File: src/rtl/ram_load_pkg.sv
// Shared types and default geometry for the RAM program-load sequencer.
package ram_load_pkg;

  localparam int WIDTH_DEF  = 4;
  localparam int DATA_W_DEF = 8;

  typedef enum logic [2:0] {
    ST_IDLE,
    ST_CPU,
    ST_WAIT,
    ST_WRITE,
    ST_DONE
  } state_e;

endpackage

File: src/rtl/ram_load_ctrl_if.sv
// Load command, word stream, CPU arbitration and MAR/RAM drive signals.
interface ram_load_ctrl_if #(
  parameter int WIDTH  = 4,
  parameter int DATA_W = 8
);

  logic              start;
  logic [WIDTH-1:0]  start_addr;
  logic [WIDTH-1:0]  len;
  logic              abort;
  logic              in_valid;
  logic [DATA_W-1:0] in_data;
  logic              in_ready;
  logic              cpu_req;
  logic              cpu_gnt;
  logic              prog;
  logic [WIDTH-1:0]  addr;
  logic              ram_we;
  logic [DATA_W-1:0] ram_wdata;
  logic              busy;
  logic              done;

  modport master (
    output start, start_addr, len, abort, in_valid, in_data, cpu_req,
    input  in_ready, cpu_gnt, prog, addr, ram_we, ram_wdata, busy, done
  );

  modport slave (
    input  start, start_addr, len, abort, in_valid, in_data, cpu_req,
    output in_ready, cpu_gnt, prog, addr, ram_we, ram_wdata, busy, done
  );

endinterface

File: src/rtl/ram_load_cnt.sv
// Write-address / words-remaining counter pair: parallel load, wrapping
// address increment with remaining decrement, and a zero flag.
module ram_load_cnt #(
  parameter int WIDTH = 4
) (
  input  logic             clk,
  input  logic             clr_n,
  input  logic             load,
  input  logic [WIDTH-1:0] load_addr,
  input  logic [WIDTH-1:0] load_len,
  input  logic             step,
  output logic [WIDTH-1:0] cur_addr,
  output logic [WIDTH-1:0] remaining,
  output logic             zero
);

  logic [WIDTH-1:0] cur_addr_q, cur_addr_d;
  logic [WIDTH-1:0] remaining_q, remaining_d;

  always_ff @(posedge clk or negedge clr_n) begin
    if (!clr_n) begin
      cur_addr_q  <= '0;
      remaining_q <= '0;
    end else begin
      cur_addr_q  <= cur_addr_d;
      remaining_q <= remaining_d;
    end
  end

  // Address rolls over naturally at 2**WIDTH.
  always_comb begin
    cur_addr_d  = cur_addr_q;
    remaining_d = remaining_q;
    if (load) begin
      cur_addr_d  = load_addr;
      remaining_d = load_len;
    end else if (step) begin
      cur_addr_d  = cur_addr_q + WIDTH'(1);
      remaining_d = remaining_q - WIDTH'(1);
    end
  end

  assign cur_addr  = cur_addr_q;
  assign remaining = remaining_q;
  assign zero      = (remaining_q == '0);

endmodule

File: src/rtl/ram_load_ctrl.sv
// Program-load sequencer writing a valid/ready word stream into the 16x8 RAM,
// arbitrating the MAR/RAM path between the loader and the CPU.
module ram_load_ctrl
  import ram_load_pkg::*;
#(
  parameter int WIDTH  = WIDTH_DEF,
  parameter int DATA_W = DATA_W_DEF
) (
  input  logic            clk,
  input  logic            clr_n,
  ram_load_ctrl_if.slave  bus
);

  state_e            state_q, state_d;
  logic              pending_q, pending_d;
  logic [DATA_W-1:0] wdata_q, wdata_d;

  logic              cnt_load;
  logic              cnt_step;
  logic [WIDTH-1:0]  cur_addr;
  logic [WIDTH-1:0]  remaining;
  logic              cnt_zero;

  ram_load_cnt #(.WIDTH(WIDTH)) u_cnt (
    .clk       (clk),
    .clr_n     (clr_n),
    .load      (cnt_load),
    .load_addr (bus.start_addr),
    .load_len  (bus.len),
    .step      (cnt_step),
    .cur_addr  (cur_addr),
    .remaining (remaining),
    .zero      (cnt_zero)
  );

  always_ff @(posedge clk or negedge clr_n) begin
    if (!clr_n) begin
      state_q   <= ST_IDLE;
      pending_q <= 1'b0;
      wdata_q   <= '0;
    end else begin
      state_q   <= state_d;
      pending_q <= pending_d;
      wdata_q   <= wdata_d;
    end
  end

  always_comb begin
    state_d   = state_q;
    pending_d = pending_q;
    wdata_d   = wdata_q;
    cnt_load  = 1'b0;
    cnt_step  = 1'b0;
    unique case (state_q)
      ST_IDLE: begin
        if (bus.start) begin
          state_d  = ST_WAIT;
          cnt_load = 1'b1;
        end else if (bus.cpu_req) begin
          state_d = ST_CPU;
        end
      end
      ST_CPU: begin
        // Only the first start while the CPU holds the path is remembered.
        if (bus.start && !pending_q) begin
          pending_d = 1'b1;
          cnt_load  = 1'b1;
        end
        if (!bus.cpu_req) begin
          if (pending_d) begin
            state_d   = ST_WAIT;
            pending_d = 1'b0;
          end else begin
            state_d = ST_IDLE;
          end
        end
      end
      ST_WAIT: begin
        if (bus.abort) begin
          state_d = ST_IDLE;
        end else if (bus.in_valid) begin
          wdata_d = bus.in_data;
          state_d = ST_WRITE;
        end
      end
      ST_WRITE: begin
        // The strobe for this cycle is already out; abort only cancels what follows.
        if (bus.abort) begin
          state_d = ST_IDLE;
        end else if (cnt_zero) begin
          state_d = ST_DONE;
        end else begin
          cnt_step = 1'b1;
          state_d  = ST_WAIT;
        end
      end
      ST_DONE: state_d = ST_IDLE;
      default: state_d = ST_IDLE;
    endcase
  end

  always_comb begin
    bus.in_ready  = (state_q == ST_WAIT);
    bus.cpu_gnt   = (state_q == ST_CPU);
    bus.prog      = (state_q == ST_WAIT) || (state_q == ST_WRITE);
    bus.ram_we    = (state_q == ST_WRITE);
    bus.done      = (state_q == ST_DONE);
    bus.busy      = (state_q == ST_WAIT) || (state_q == ST_WRITE) ||
                    (state_q == ST_DONE) || pending_q;
    bus.addr      = cur_addr;
    bus.ram_wdata = wdata_q;
  end

endmodule

File: src/flat_wrapper.sv
// flat-port wrapper written by rule: the top's interface ports become plain ports
module ram_load_ctrl_flat import ram_load_pkg::*;
#(
  parameter int WIDTH  = WIDTH_DEF,
  parameter int DATA_W = DATA_W_DEF
)
  (clk, clr_n, bus_start, bus_start_addr, bus_len, bus_abort, bus_in_valid, bus_in_data, bus_cpu_req, bus_in_ready, bus_cpu_gnt, bus_prog, bus_addr, bus_ram_we, bus_ram_wdata, bus_busy, bus_done);
  ram_load_ctrl_if #(.WIDTH(WIDTH), .DATA_W(DATA_W)) bus_i ();
  input  logic clk;
  input  logic clr_n;
  input wire logic [$bits(bus_i.start)-1:0] bus_start;
  input wire logic [$bits(bus_i.start_addr)-1:0] bus_start_addr;
  input wire logic [$bits(bus_i.len)-1:0] bus_len;
  input wire logic [$bits(bus_i.abort)-1:0] bus_abort;
  input wire logic [$bits(bus_i.in_valid)-1:0] bus_in_valid;
  input wire logic [$bits(bus_i.in_data)-1:0] bus_in_data;
  input wire logic [$bits(bus_i.cpu_req)-1:0] bus_cpu_req;
  output wire logic [$bits(bus_i.in_ready)-1:0] bus_in_ready;
  output wire logic [$bits(bus_i.cpu_gnt)-1:0] bus_cpu_gnt;
  output wire logic [$bits(bus_i.prog)-1:0] bus_prog;
  output wire logic [$bits(bus_i.addr)-1:0] bus_addr;
  output wire logic [$bits(bus_i.ram_we)-1:0] bus_ram_we;
  output wire logic [$bits(bus_i.ram_wdata)-1:0] bus_ram_wdata;
  output wire logic [$bits(bus_i.busy)-1:0] bus_busy;
  output wire logic [$bits(bus_i.done)-1:0] bus_done;
  assign bus_i.start = bus_start;
  assign bus_i.start_addr = bus_start_addr;
  assign bus_i.len = bus_len;
  assign bus_i.abort = bus_abort;
  assign bus_i.in_valid = bus_in_valid;
  assign bus_i.in_data = bus_in_data;
  assign bus_i.cpu_req = bus_cpu_req;
  assign bus_in_ready = bus_i.in_ready;
  assign bus_cpu_gnt = bus_i.cpu_gnt;
  assign bus_prog = bus_i.prog;
  assign bus_addr = bus_i.addr;
  assign bus_ram_we = bus_i.ram_we;
  assign bus_ram_wdata = bus_i.ram_wdata;
  assign bus_busy = bus_i.busy;
  assign bus_done = bus_i.done;
  ram_load_ctrl #(.WIDTH(WIDTH), .DATA_W(DATA_W)) u_core (.clk(clk), .clr_n(clr_n), .bus(bus_i));
endmodule
File: config.mk
export PLATFORM = sky130hd
export DESIGN_NAME = ram_load_ctrl_flat
export DESIGN_NICKNAME = d
export VERILOG_FILES = /design/src/rtl/ram_load_pkg.sv /design/src/rtl/ram_load_ctrl_if.sv /design/src/rtl/ram_load_cnt.sv /design/src/rtl/ram_load_ctrl.sv /design/src/flat_wrapper.sv
export SDC_FILE = /design/constraint.sdc
export NUM_CORES = 1
export LEC_CHECK = 0
export BUFFER_PORTS_ARGS = -buffer_cell sky130_fd_sc_hd__buf_4
export CELL_PAD_IN_SITES_DETAIL_PLACEMENT = 0
export CELL_PAD_IN_SITES_GLOBAL_PLACEMENT = 1
export CORE_UTILIZATION = 30
export DETAILED_ROUTE_END_ITERATION = 8
export PLACE_DENSITY = 0.75
export SLEW_MARGIN = 20
export SYNTH_ARGS = -nofsm -noshare
export SYNTH_HDL_FRONTEND = slang
export SYNTH_SLANG_ARGS = --single-unit
File: constraint.sdc
create_clock -name clk -period 4.8 [get_ports clk]
set_clock_uncertainty 0.1 [all_clocks]
set_input_delay 1.2 -clock clk [delete_from_list [all_inputs] [get_ports clk]]
set_output_delay 1.2 -clock clk [all_outputs]
set_load 0.02 [all_outputs]
Yosys cells after proc, flatten, opt, wreduce, memory -nomap -nowiden:

Cells that the tools add are included.

* reduce and logical (&&, ||, !) cells: 10
* mux-type cells: 22
* eq/ne operators: 7
* add/subtract/negate cells: 2
* bitwise gates (word level): 1

Operators with widths (number)
* 3-bit two-way mux: 7
* 4-bit two-way mux: 4
* 3-bit one-hot mux with 4 select lines: 1
* 1-bit two-way mux: 8
* 3-bit by 2-bit == test with 1-bit output, second input constant: 2
* 3-bit != test, second input constant: 2
* 3-bit AND reduction: 2
* 4-bit by 1-bit adder with 4-bit output, second input constant: 1
* 4-bit zero test: 1
* 4-bit by 1-bit subtractor with 4-bit output, second input constant: 1
* 3-bit by 1-bit == test with 1-bit output, second input constant: 1
* 3-bit == test, second input constant: 1
* 3-bit zero test: 1
* 1-bit logical OR: 3
* 2-bit two-way mux: 1
* 2-bit != test, second input constant: 1
* 1-bit one-hot mux with 2 select lines: 1
* 2-bit nonzero test: 1
* 1-bit logical AND: 1
* 1-bit zero test: 1
* 1-bit NOT: 1

* register bits: 20

Longest topological paths before layout:

Gate-level depths: netlist of the first run.

* word-level depth: 7
* depth in mapped cells: 6
* depth with buffers taken out: 6

By module:

A second synthesis of the first run with hierarchy kept.

* cell total of the unflattened synthesis: 89
* area, all modules: 1037.2 um^2

Modules (own cells, without submodules)
* ram_load_ctrl: sequential area each 300.3 um^2, instances 1, area each 595.6 um^2, cells an instance 48
* ram_load_cnt: sequential area each 200.2 um^2, instances 1, area each 441.7 um^2, cells an instance 41

Least setup slack after synthesis of the first run:

Ideal clock, no wire load.

* path type: register -> output
* from: register u_core.state_q[0]
* to: output port bus_busy
* stages on the path, launching flop included: 4
* required time: 3.500 ns
* arrival: 1.386 ns
* path buffers: 1
* setup slack: 2.114 ns
* path through: dfrtp_1 buf_2 nor3b_1 or3_1

* elaborated cells on any way between the ends: 6

RTL lines
* start, declared: line ram_load_ctrl.sv:14 `state_e state_q, state_d;`
* start signal, assigned: line ram_load_ctrl.sv:42 `state_q <= state_d;`
* 3-bit == test
* net bus_done: line flat_wrapper.sv:25 `output wire logic [$bits(bus_i.done)-1:0] bus_done;`
* 1-bit logical OR: line ram_load_ctrl.sv:108 `bus.busy = (state_q == ST_WAIT) || (state_q == ST_WRITE) ||`
* 1-bit logical OR: line ram_load_ctrl.sv:109 `(state_q == ST_DONE) || pending_q;`
* end, declared: line flat_wrapper.sv:24 `output wire logic [$bits(bus_i.busy)-1:0] bus_busy;`

The timed path passes the listed nets, and every way through them passes these cells.

Worst setup path in the final report of the first run:

* from: register u_core.state_q[2]
* to: output port bus_busy

* longest elaborated chain between the ends: 4
* elaborated cells on any way between the ends: 6

RTL lines (line)
* 3-bit by 2-bit == test with 1-bit output: ram_load_ctrl.sv:108
* 1-bit logical OR: ram_load_ctrl.sv:108
* 1-bit logical OR (*): ram_load_ctrl.sv:108
* 1-bit logical OR (*): ram_load_ctrl.sv:109

Every way passes the cells marked *; elsewhere a longest branch is shown, timed or not.

==> results.sh, run 1 <==
export IMPL_ys_seq_area_share_pct=49.0
export IMPL_yosysWarnings=0
export IMPL_drtIter0Drc=22
export IMPL_cts_tree="built"
export IMPL_synth_edf_count=0
export IMPL_vdd_ir_drop_max_v=0.000319
export IMPL_cts_buffer_depth=2
export IMPL_finalSetupViolations=0
export IMPL_regArea_um2=500
export IMPL_num_antenna_cells=0
export IMPL_p_per_area_mw_per_mm2=621
export IMPL_netlist_top_cells_count="dfrtp_1, a21oi_1, nor2_1, mux2_2"
export IMPL_cap_violations=0
export IMPL_nets=160
export IMPL_min_from="u_core.bus.ram_wdata[2]"
export IMPL_post_cts_buffers=0
export IMPL_drive_above_1_share_pct=44.4
export IMPL_holdBufCountCts=0
export IMPL_cts_resized=0
export IMPL_clk_pin_slew_ns=0.11
export IMPL_startpoint="u_core.state_q[2]"
export IMPL_arrival_ns=1.45
export IMPL_grt_first_pass_wirelength_mm=3.19
export IMPL_worst_pin_slew_ns=0.567
export IMPL_whs_ns=0.421
export IMPL_dieArea_mm2=0.00365
export IMPL_critical_path_class="reg -> out"
export IMPL_power_uw=876
export IMPL_rsz0062_at_grt="false"
export IMPL_fin_ws_ns=2.05
export IMPL_fin_crit_ns=2.75
export IMPL_ys_flop_type="dfrtp_1"
export IMPL_track_usage_pct=12.0
export IMPL_grt_pass1_vias=748
export IMPL_syn_to_final_growth_pct=37.9
export IMPL_vias_per_cell=4.49
export IMPL_htreeDepth=1
export IMPL_wirelength_mm=2.01
export IMPL_yosysMostFrequentCell="dfrtp_1"
export IMPL_portBuffers=39
export IMPL_drtPass1Iterations=4
export IMPL_syn_area_mm2=0.00102
export IMPL_initial_core_util_pct=32.4
export IMPL_leakage_uw=0.000662
export IMPL_rows=20
export IMPL_die_h_um=60.4
export IMPL_hpwl_mm=1.52
export IMPL_clock_sinks=20
export IMPL_cp_required_ns=3.50
export IMPL_antenna_found_initial=0
export IMPL_place_congestion=0.695
export IMPL_fin_crit_sh_pct=57.3
export IMPL_max_freq_mhz=363
export IMPL_synth_top_cell_by_area="dfrtp_1"
export IMPL_ys_types=31
export IMPL_die_x_um=60.4
export IMPL_grt_overflow_total=0
export IMPL_cp_start_kind="register"
export IMPL_ys_top_cells_by_area="dfrtp_1, mux2_2, a21oi_1, nor2_1, xnor2_1"
export IMPL_numCtsBuffers=3
export IMPL_hold_path_class="reg -> reg"
export IMPL_report_final_slew_viol_count=0
export IMPL_ant_nets=0
export IMPL_fill_cells=328
export IMPL_dp_slack_ns=2.35
export IMPL_clockRootBuffer="clkbuf_4"
export IMPL_yosysTopAreaCellShare_pct=49.0
export IMPL_tns_ns=0
export IMPL_clock_latency_ns=0.30
export IMPL_synth_cells=94
export IMPL_synth_ff_latch_count=20
export IMPL_num_vias=804
export IMPL_cp_end_kind="output port"
export IMPL_multi_input_area_um2=490
export IMPL_status="completed"
export IMPL_r2r_start="u_core.state_q[2]"
export IMPL_final_hold_viol_count=0
export IMPL_relSlewSlack_pct=62.1
export IMPL_syn_avg_cell_area_um2=10.9
export IMPL_async_flop_share_pct=100
export IMPL_drc_errors=0
export IMPL_syn_num_nets=118
export IMPL_grt_max_degree=21
export IMPL_pin_count=40
export IMPL_critical_path_peak_fanout=5
export IMPL_drt_wirelength_per_cell_um=11.2
export IMPL_core_mm2=0.00315
==> area by class of cell <==
class / instances / share of cell area [%]
tap: 44 / 3.90
inverter: 5 / 1.33
clock inverter: 1 / 2.13
multi-input combinational: 67 / 34.8
timing repair buffer: 39 / 20.8
clock buffer: 3 / 1.60
sequential: 20 / 35.5
==> layout by cell type (no fill, tap or decap), types with 2 or more instances in the layout <==
master    netlist  final
a21oi_1        12     12
inv_1           5      5
xor2_1          2      2
buf_4           1     39
nand2_1         5      5
nor2_1         10     10
dfrtp_1        20     20
nand3_1         4      4
o21ai_0         2      2
xnor2_1         3      3
and2_1          2      2
mux2_2          8      8
clkbuf_4        0      3
ha_1            2      2
==> report_power, final <==
part           leakage [µW]  internal (µW)  switching [µW]
registers          0.000235            247            72.8
clock network     0.0000279           84.4            52.2
logic              0.000399            205             214
==> kinds of logic (layout without fill, tap and decap cells) <==
logic type	Yosys count	after routing	share of synthesized area, %
adders and majority gates	2	2	2.45
buffers and inverters	7	48	3.06
xor gates and xnor gates	5	5	4.28
muxes	10	10	11.3
and+or+nand+nor	34	34	21.4
AOI/OAI and AO/OA	16	16	8.57
DFF	20	20	49.0
==> layer usage <==
layer / track usage [%] / share of wire, % / vias to the layer above
li1: - / - / 411
met1: 17.8 / 51 / 358
met2: 17.0 / 42 / 31
met3: 1.92 / 4.9 / 4
met4: 5.98 / 1.5 / 0
met5: 0 / 0 / -
==> flip-flops by register name, summed over array words and instances, names as in the netlist <==
register	cells
u_core.bus.ram_wdata	8
u_core.u_cnt.cur_addr	4
u_core.u_cnt.remaining	4
u_core.state_q	3
u_core.pending_q	1
==> metrics by stage <==
stage                     util [%]  instance area [µm²]  cells
after CTS                     44.7                 1410    179
after global placement        43.1                 1360    175
after global routing          44.7                 1410    179
after detailed placement      43.1                 1360    175
after floorplan                  -                 1020     94
final                         44.7                 1410    179
==> critical path: stages (launching register included) <==
cell and delay [ns]:
dfrtp_1 0.40, nand2b_1 0.18, inv_1 0.07, or3_1 0.34, buf_4 0.16
==> final timing paths <==
check                                                 end  slack [ns]  cells past startpoint
worst max-delay path                             bus_busy        2.05                      4
worst min-delay path              u_core.bus.ram_wdata[2]        0.42                      1
worst max register to register  u_core.u_cnt.remaining[1]        3.05                      3
worst min register to register    u_core.bus.ram_wdata[2]        0.42                      1
max in group asynchronous                u_core.pending_q        3.75                      1
min in group asynchronous       u_core.u_cnt.remaining[1]        0.65                      1
Power figures use the tool's default switching activity.
==> run 2: changes to the inputs <==
clock period = 2.57 ns   (was 4.8 ns; I/O delays follow)
==> run 2 against run 1 <==
Combinational power up 89%. Clock-buffer cell count stayed put. Global-route usage increased by 1.4 points. Non-clock buffer count rose by 1. Final cell count increased by 0.56%. Design area is 0.53% higher. Setup slack worse by 1.7 ns. Sequential share of layout area shrank 0.19 points. Core utilization is 0.24 points higher. First-iteration DRC count is 68% lower. Via count rose by 3.0%. Largest power group unchanged.
==> results.sh, run 2 (same netlist as run 1, synthesis figures left out) <==
export IMPL_status="completed"
export IMPL_drc_errors=0
export IMPL_vdd_ir_drop_max_v=0.000531
export IMPL_rows=20
export IMPL_post_cts_buffers=0
export IMPL_hpwl_mm=1.60
export IMPL_grt_pass1_vias=815
export IMPL_antenna_found_initial=0
export IMPL_track_usage_pct=13.4
export IMPL_largest_register_ffs=8
export IMPL_holdBufCountCts=0
export IMPL_p_per_area_mw_per_mm2=1170
export IMPL_finalSetupViolations=0
export IMPL_cp_start_kind="register"
export IMPL_clk_pin_slew_ns=0.12
export IMPL_grt_overflow_total=0
export IMPL_cts_resized=0
export IMPL_cpLargestDelayFamily="simple AND/OR/NAND/NOR gates"
export IMPL_final_hold_viol_count=0
export IMPL_die_h_um=60.4
export IMPL_final_cell_mix="buf_4, dfrtp_1, a21oi_1"
export IMPL_regArea_um2=500
export IMPL_drt_wirelength_per_cell_um=11.9
export IMPL_critical_path_slowest_cell="dfrtp_1"
export IMPL_stdcell_count=180
export IMPL_pwr_share_seq_pct=36.1
export IMPL_htreeDepth=1
export IMPL_leakage_uw=0.000666
export IMPL_final_common_cell="buf_4"
export IMPL_hold_path_class="in -> async"
export IMPL_critical_path_class="reg -> out"
export IMPL_report_final_slew_viol_count=0
export IMPL_placed_cells=176
export IMPL_wirelength_mm=2.13
export IMPL_clock_sinks=20
export IMPL_syn_to_final_growth_pct=38.7
export IMPL_tns_ns=0
export IMPL_cts_tree="built"
export IMPL_ant_nets=0
export IMPL_cp_required_ns=1.83
export IMPL_critPathMaxStageDelay_ns=0.40
export IMPL_portBuffers=39
export IMPL_vias_per_cell=4.60
export IMPL_drtPass1Iterations=2
export IMPL_fin_ws_ns=0.368
export IMPL_die_x_um=60.4
export IMPL_arrival_ns=1.46
export IMPL_pin_count=40
export IMPL_power_switching_uw=645
export IMPL_r2r_start="u_core.u_cnt.remaining[0]"
export IMPL_num_vias=828
export IMPL_numCtsBuffers=3
export IMPL_fill_cells=321
export IMPL_nets=161
export IMPL_core_mm2=0.00315
export IMPL_initial_core_util_pct=32.4
export IMPL_relSlewSlack_pct=73.1
export IMPL_cap_violations=0
export IMPL_worst_pin_slew_ns=0.403
export IMPL_clockRootBuffer="clkbuf_4"
export IMPL_worstPathCellList="nand2b_1 > inv_1 > or3_1 > buf_4"
export IMPL_clock_latency_ns=0.30
export IMPL_cts_buffer_depth=2
export IMPL_grt_max_degree=21
export IMPL_fin_crit_sh_pct=85.7
export IMPL_multi_input_area_um2=490
export IMPL_startpoint="u_core.state_q[2]"
export IMPL_crit_buf_inv=2
export IMPL_p_comb_share_pct=48.0
export IMPL_cp_end_kind="output port"
export IMPL_switching_share_pct=39.0
export IMPL_p_int_uw=1010
export IMPL_max_freq_mhz=454
export IMPL_rsz0062_at_grt="false"
export IMPL_fin_crit_ns=2.20
export IMPL_critical_path_peak_fanout=5
export IMPL_drive_above_1_share_pct=44.9
export IMPL_drtIter0Drc=7
export IMPL_dieArea_mm2=0.00365
export IMPL_place_congestion=0.693
export IMPL_clockPowerShare_pct=15.9
export IMPL_num_antenna_cells=0
export IMPL_dp_slack_ns=0.701
export IMPL_grt_first_pass_wirelength_mm=3.57
-- run 2: cell count changes in the layout (fill, tap and decap cells not counted), sizes merged --
cell | previous run | this run
buf | 39 | 40
-- run 2: power by group through the flow --
stage | clock network (µW) | registers, µW | logic [µW]
finish | 262 | 596 | 793
global route | 285 | 619 | 872
CTS | 268 | 596 | 804
detailed placement | 0 | 602 | 801
global placement | 0 | 594 | 792
floorplan | 0 | 686 | 401
-- run 2: area by class of cell --
type	instances	area share, %
clock buffer	3	1.59
clock inverter	1	2.12
inverter	5	1.32
multi-input combinational	67	34.6
sequential	20	35.3
tap	44	3.88
timing repair buffer	40	21.2
-- run 2: metrics by stage --
| step | power (µW) | util, % | hold slack (ns) | area [µm²] |
|---|---|---|---|---|
| global placement | 1390 | 43.3 | 0.389 | 1370 |
| finish | 1650 | 45.0 | 0.0890 | 1420 |
| global route | 1780 | 45.0 | 0.0818 | 1420 |
| detailed placement | 1400 | 43.3 | 0.397 | 1370 |
| CTS | 1670 | 45.0 | 0.0907 | 1420 |
| floorplan | 1090 | - | 0.247 | 1020 |
-- run 2: per-layer routing --
metal / track usage [%] / wire length (µm) / part of all wire [%] / vias to the layer above
met2: 19.8 / 954 / 45 / 29
li1: - / - / - / 407
met3: 3.41 / 142 / 6.7 / 4
met4: 6.98 / 45 / 2.1 / 0
met5: 0 / 0 / 0 / -
met1: 18.2 / 990 / 46 / 388
-- run 2: path summary, 6_finish.rpt --
check                      slack (ns)                   endpoint  cells after the start
min in group clk                 0.42    u_core.bus.ram_wdata[5]                      1
max reg2reg                      0.82  u_core.u_cnt.remaining[1]                      6
max in group asynchronous        2.08    u_core.bus.ram_wdata[1]                      1
min                              0.09   u_core.u_cnt.cur_addr[1]                      1
min reg2reg                      0.42    u_core.bus.ram_wdata[5]                      1
max                              0.37                   bus_busy                      4
==> run 3: changes to the inputs <==
CTS_BUF_LIST = sky130_fd_sc_hd__clkbuf_8   (was not set)
SLEW_MARGIN = not set   (was 20)
==> run 3 against run 2 <==
Hold slack improved by 0.058 ns. Global-route usage decreased by 0.28 points. Core utilization increased by 0.60 points. Largest power group unchanged. Final cell count unchanged. Routed wire length increased by 0.28%. Critical path type unchanged. Maximum frequency increased by 3.0%. Clock-buffer cell count unchanged.
==> results.sh, run 3 (same netlist as run 1, synthesis figures left out) <==
export IMPL_status="completed"
export IMPL_finalSetupViolations=0
export IMPL_drtPass1Iterations=2
export IMPL_leakage_uw=0.000674
export IMPL_crit_buf_inv=2
export IMPL_arrival_ns=1.40
export IMPL_drtIter0Drc=14
export IMPL_critical_path_peak_fanout=5
export IMPL_largest_register_ffs=8
export IMPL_grt_max_degree=21
export IMPL_htreeDepth=1
export IMPL_r2r_setup_slack_ns=0.84
export IMPL_rsz0062_at_grt="false"
export IMPL_grt_overflow_total=0
export IMPL_grt_pass1_vias=823
export IMPL_clk_pin_slew_ns=0.08
export IMPL_rows=20
export IMPL_reg2reg_to="u_core.u_cnt.remaining[1]"
export IMPL_power_switching_uw=648
export IMPL_dp_slack_ns=0.701
export IMPL_cp_required_ns=1.83
export IMPL_wirelength_mm=2.14
export IMPL_grt_first_pass_wirelength_mm=3.57
export IMPL_report_final_slew_viol_count=0
export IMPL_relSlewSlack_pct=73.3
export IMPL_antenna_found_initial=0
export IMPL_initial_core_util_pct=32.4
export IMPL_max_freq_mhz=468
export IMPL_hold_path_class="in -> async"
export IMPL_drt_wirelength_per_cell_um=11.9
export IMPL_clockPowerShare_pct=18.5
export IMPL_final_cell_mix="buf_4, dfrtp_1, a21oi_1"
export IMPL_worstPathCellList="nand2b_1 > inv_1 > or3_1 > buf_4"
export IMPL_portBuffers=39
export IMPL_vdd_ir_drop_max_v=0.000497
export IMPL_p_int_uw=1060
export IMPL_drc_errors=0
export IMPL_pin_count=40
export IMPL_hpwl_mm=1.60
export IMPL_place_congestion=0.693
export IMPL_clock_latency_ns=0.26
export IMPL_design_area_mm2=0.00144
export IMPL_placed_cells=176
export IMPL_worst_pin_slew_ns=0.399
export IMPL_cts_resized=0
export IMPL_detailed_place_area_mm2=0.00137
export IMPL_cts_buffer_depth=2
export IMPL_pwr_share_seq_pct=35.0
export IMPL_syn_to_final_growth_pct=40.5
export IMPL_final_common_cell="buf_4"
export IMPL_die_h_um=60.4
export IMPL_track_usage_pct=13.2
export IMPL_cp_start_kind="register"
export IMPL_p_per_area_mw_per_mm2=1190
export IMPL_drive_above_1_share_pct=44.9
export IMPL_stdcell_count=180
export IMPL_p_comb_share_pct=46.5
export IMPL_num_antenna_cells=0
export IMPL_clockRootBuffer="clkbuf_8"
export IMPL_cap_violations=0
export IMPL_fin_ws_ns=0.432
export IMPL_tns_ns=0
export IMPL_critPathMaxStageDelay_ns=0.42
export IMPL_critical_path_slowest_cell="dfrtp_1"
export IMPL_vias_per_cell=4.52
export IMPL_post_cts_buffers=0
export IMPL_holdBufCountCts=0
export IMPL_fin_crit_sh_pct=83.2
export IMPL_cp_end_kind="output port"
export IMPL_worstRegToRegCells=6
export IMPL_core_mm2=0.00315
export IMPL_cpLargestDelayFamily="simple AND/OR/NAND/NOR gates"
export IMPL_fin_crit_ns=2.14
export IMPL_die_x_um=60.4
export IMPL_cts_tree="built"
export IMPL_nets=161
export IMPL_fill_cells=323
export IMPL_num_vias=814
export IMPL_dieArea_mm2=0.00365
export IMPL_switching_share_pct=38.0
export IMPL_clock_sinks=20
export IMPL_numCtsBuffers=3
export IMPL_r2r_start="u_core.u_cnt.remaining[0]"
export IMPL_ant_nets=0
export IMPL_critical_path_class="reg -> out"
export IMPL_final_hold_viol_count=0
[run 3: cell counts in the layout (fill, tap and decap cells not counted)]
No cell type changed its count.
[run 3: area by class of cell]
cell class	count	area [µm²]	share of cell area, %
Sequential cell	20	500	34.8
Multi-Input combinational cell	67	490	34.1
Timing Repair Buffer	40	300	20.9
Tap cell	44	55.1	3.83
Clock buffer	3	41.3	2.87
Clock inverter	1	30.0	2.09
Inverter	5	18.8	1.31
[run 3: metrics by stage]
stage          util, %  hold slack (ns)  power (µW)
6_report          45.6            0.147        1710
5_1_grt           45.6            0.157        1830
4_1_cts           45.6            0.156        1720
3_5_place_dp      43.3            0.397        1400
3_3_place_gp      43.3            0.389        1390
2_1_floorplan        -            0.247        1090
[run 3: layer usage]
| metal | vias up | wire, µm | track usage, % |
|---|---|---|---|
| met2 | 29 | 967 | 19.9 |
| met3 | 0 | 137 | 3.41 |
| li1 | 406 | - | - |
| met5 | - | 0 | 0 |
| met4 | 0 | 0 | 4.98 |
| met1 | 379 | 1030 | 18.1 |
[run 3: worst max-delay path by stage]
stage,start,endpoint,slack [ns],depth (start not counted)
after floorplan,u_core.state_q[0],bus_busy,0.44,3
after global placement,bus_abort,u_core.u_cnt.remaining[1],0.72,5
after detailed placement,bus_abort,u_core.u_cnt.remaining[1],0.70,5
after CTS,u_core.state_q[1],bus_busy,0.42,4
after global routing,u_core.state_q[1],bus_busy,0.34,4
final,u_core.state_q[1],bus_busy,0.43,4
[run 3: power groups by stage]
stage | logic (µW) | clock network, µW | registers, µW
final | 793 | 315 | 598
after global routing | 872 | 337 | 620
after CTS | 805 | 320 | 597
after detailed placement | 801 | 0 | 602
after global placement | 792 | 0 | 594
after floorplan | 401 | 0 | 686
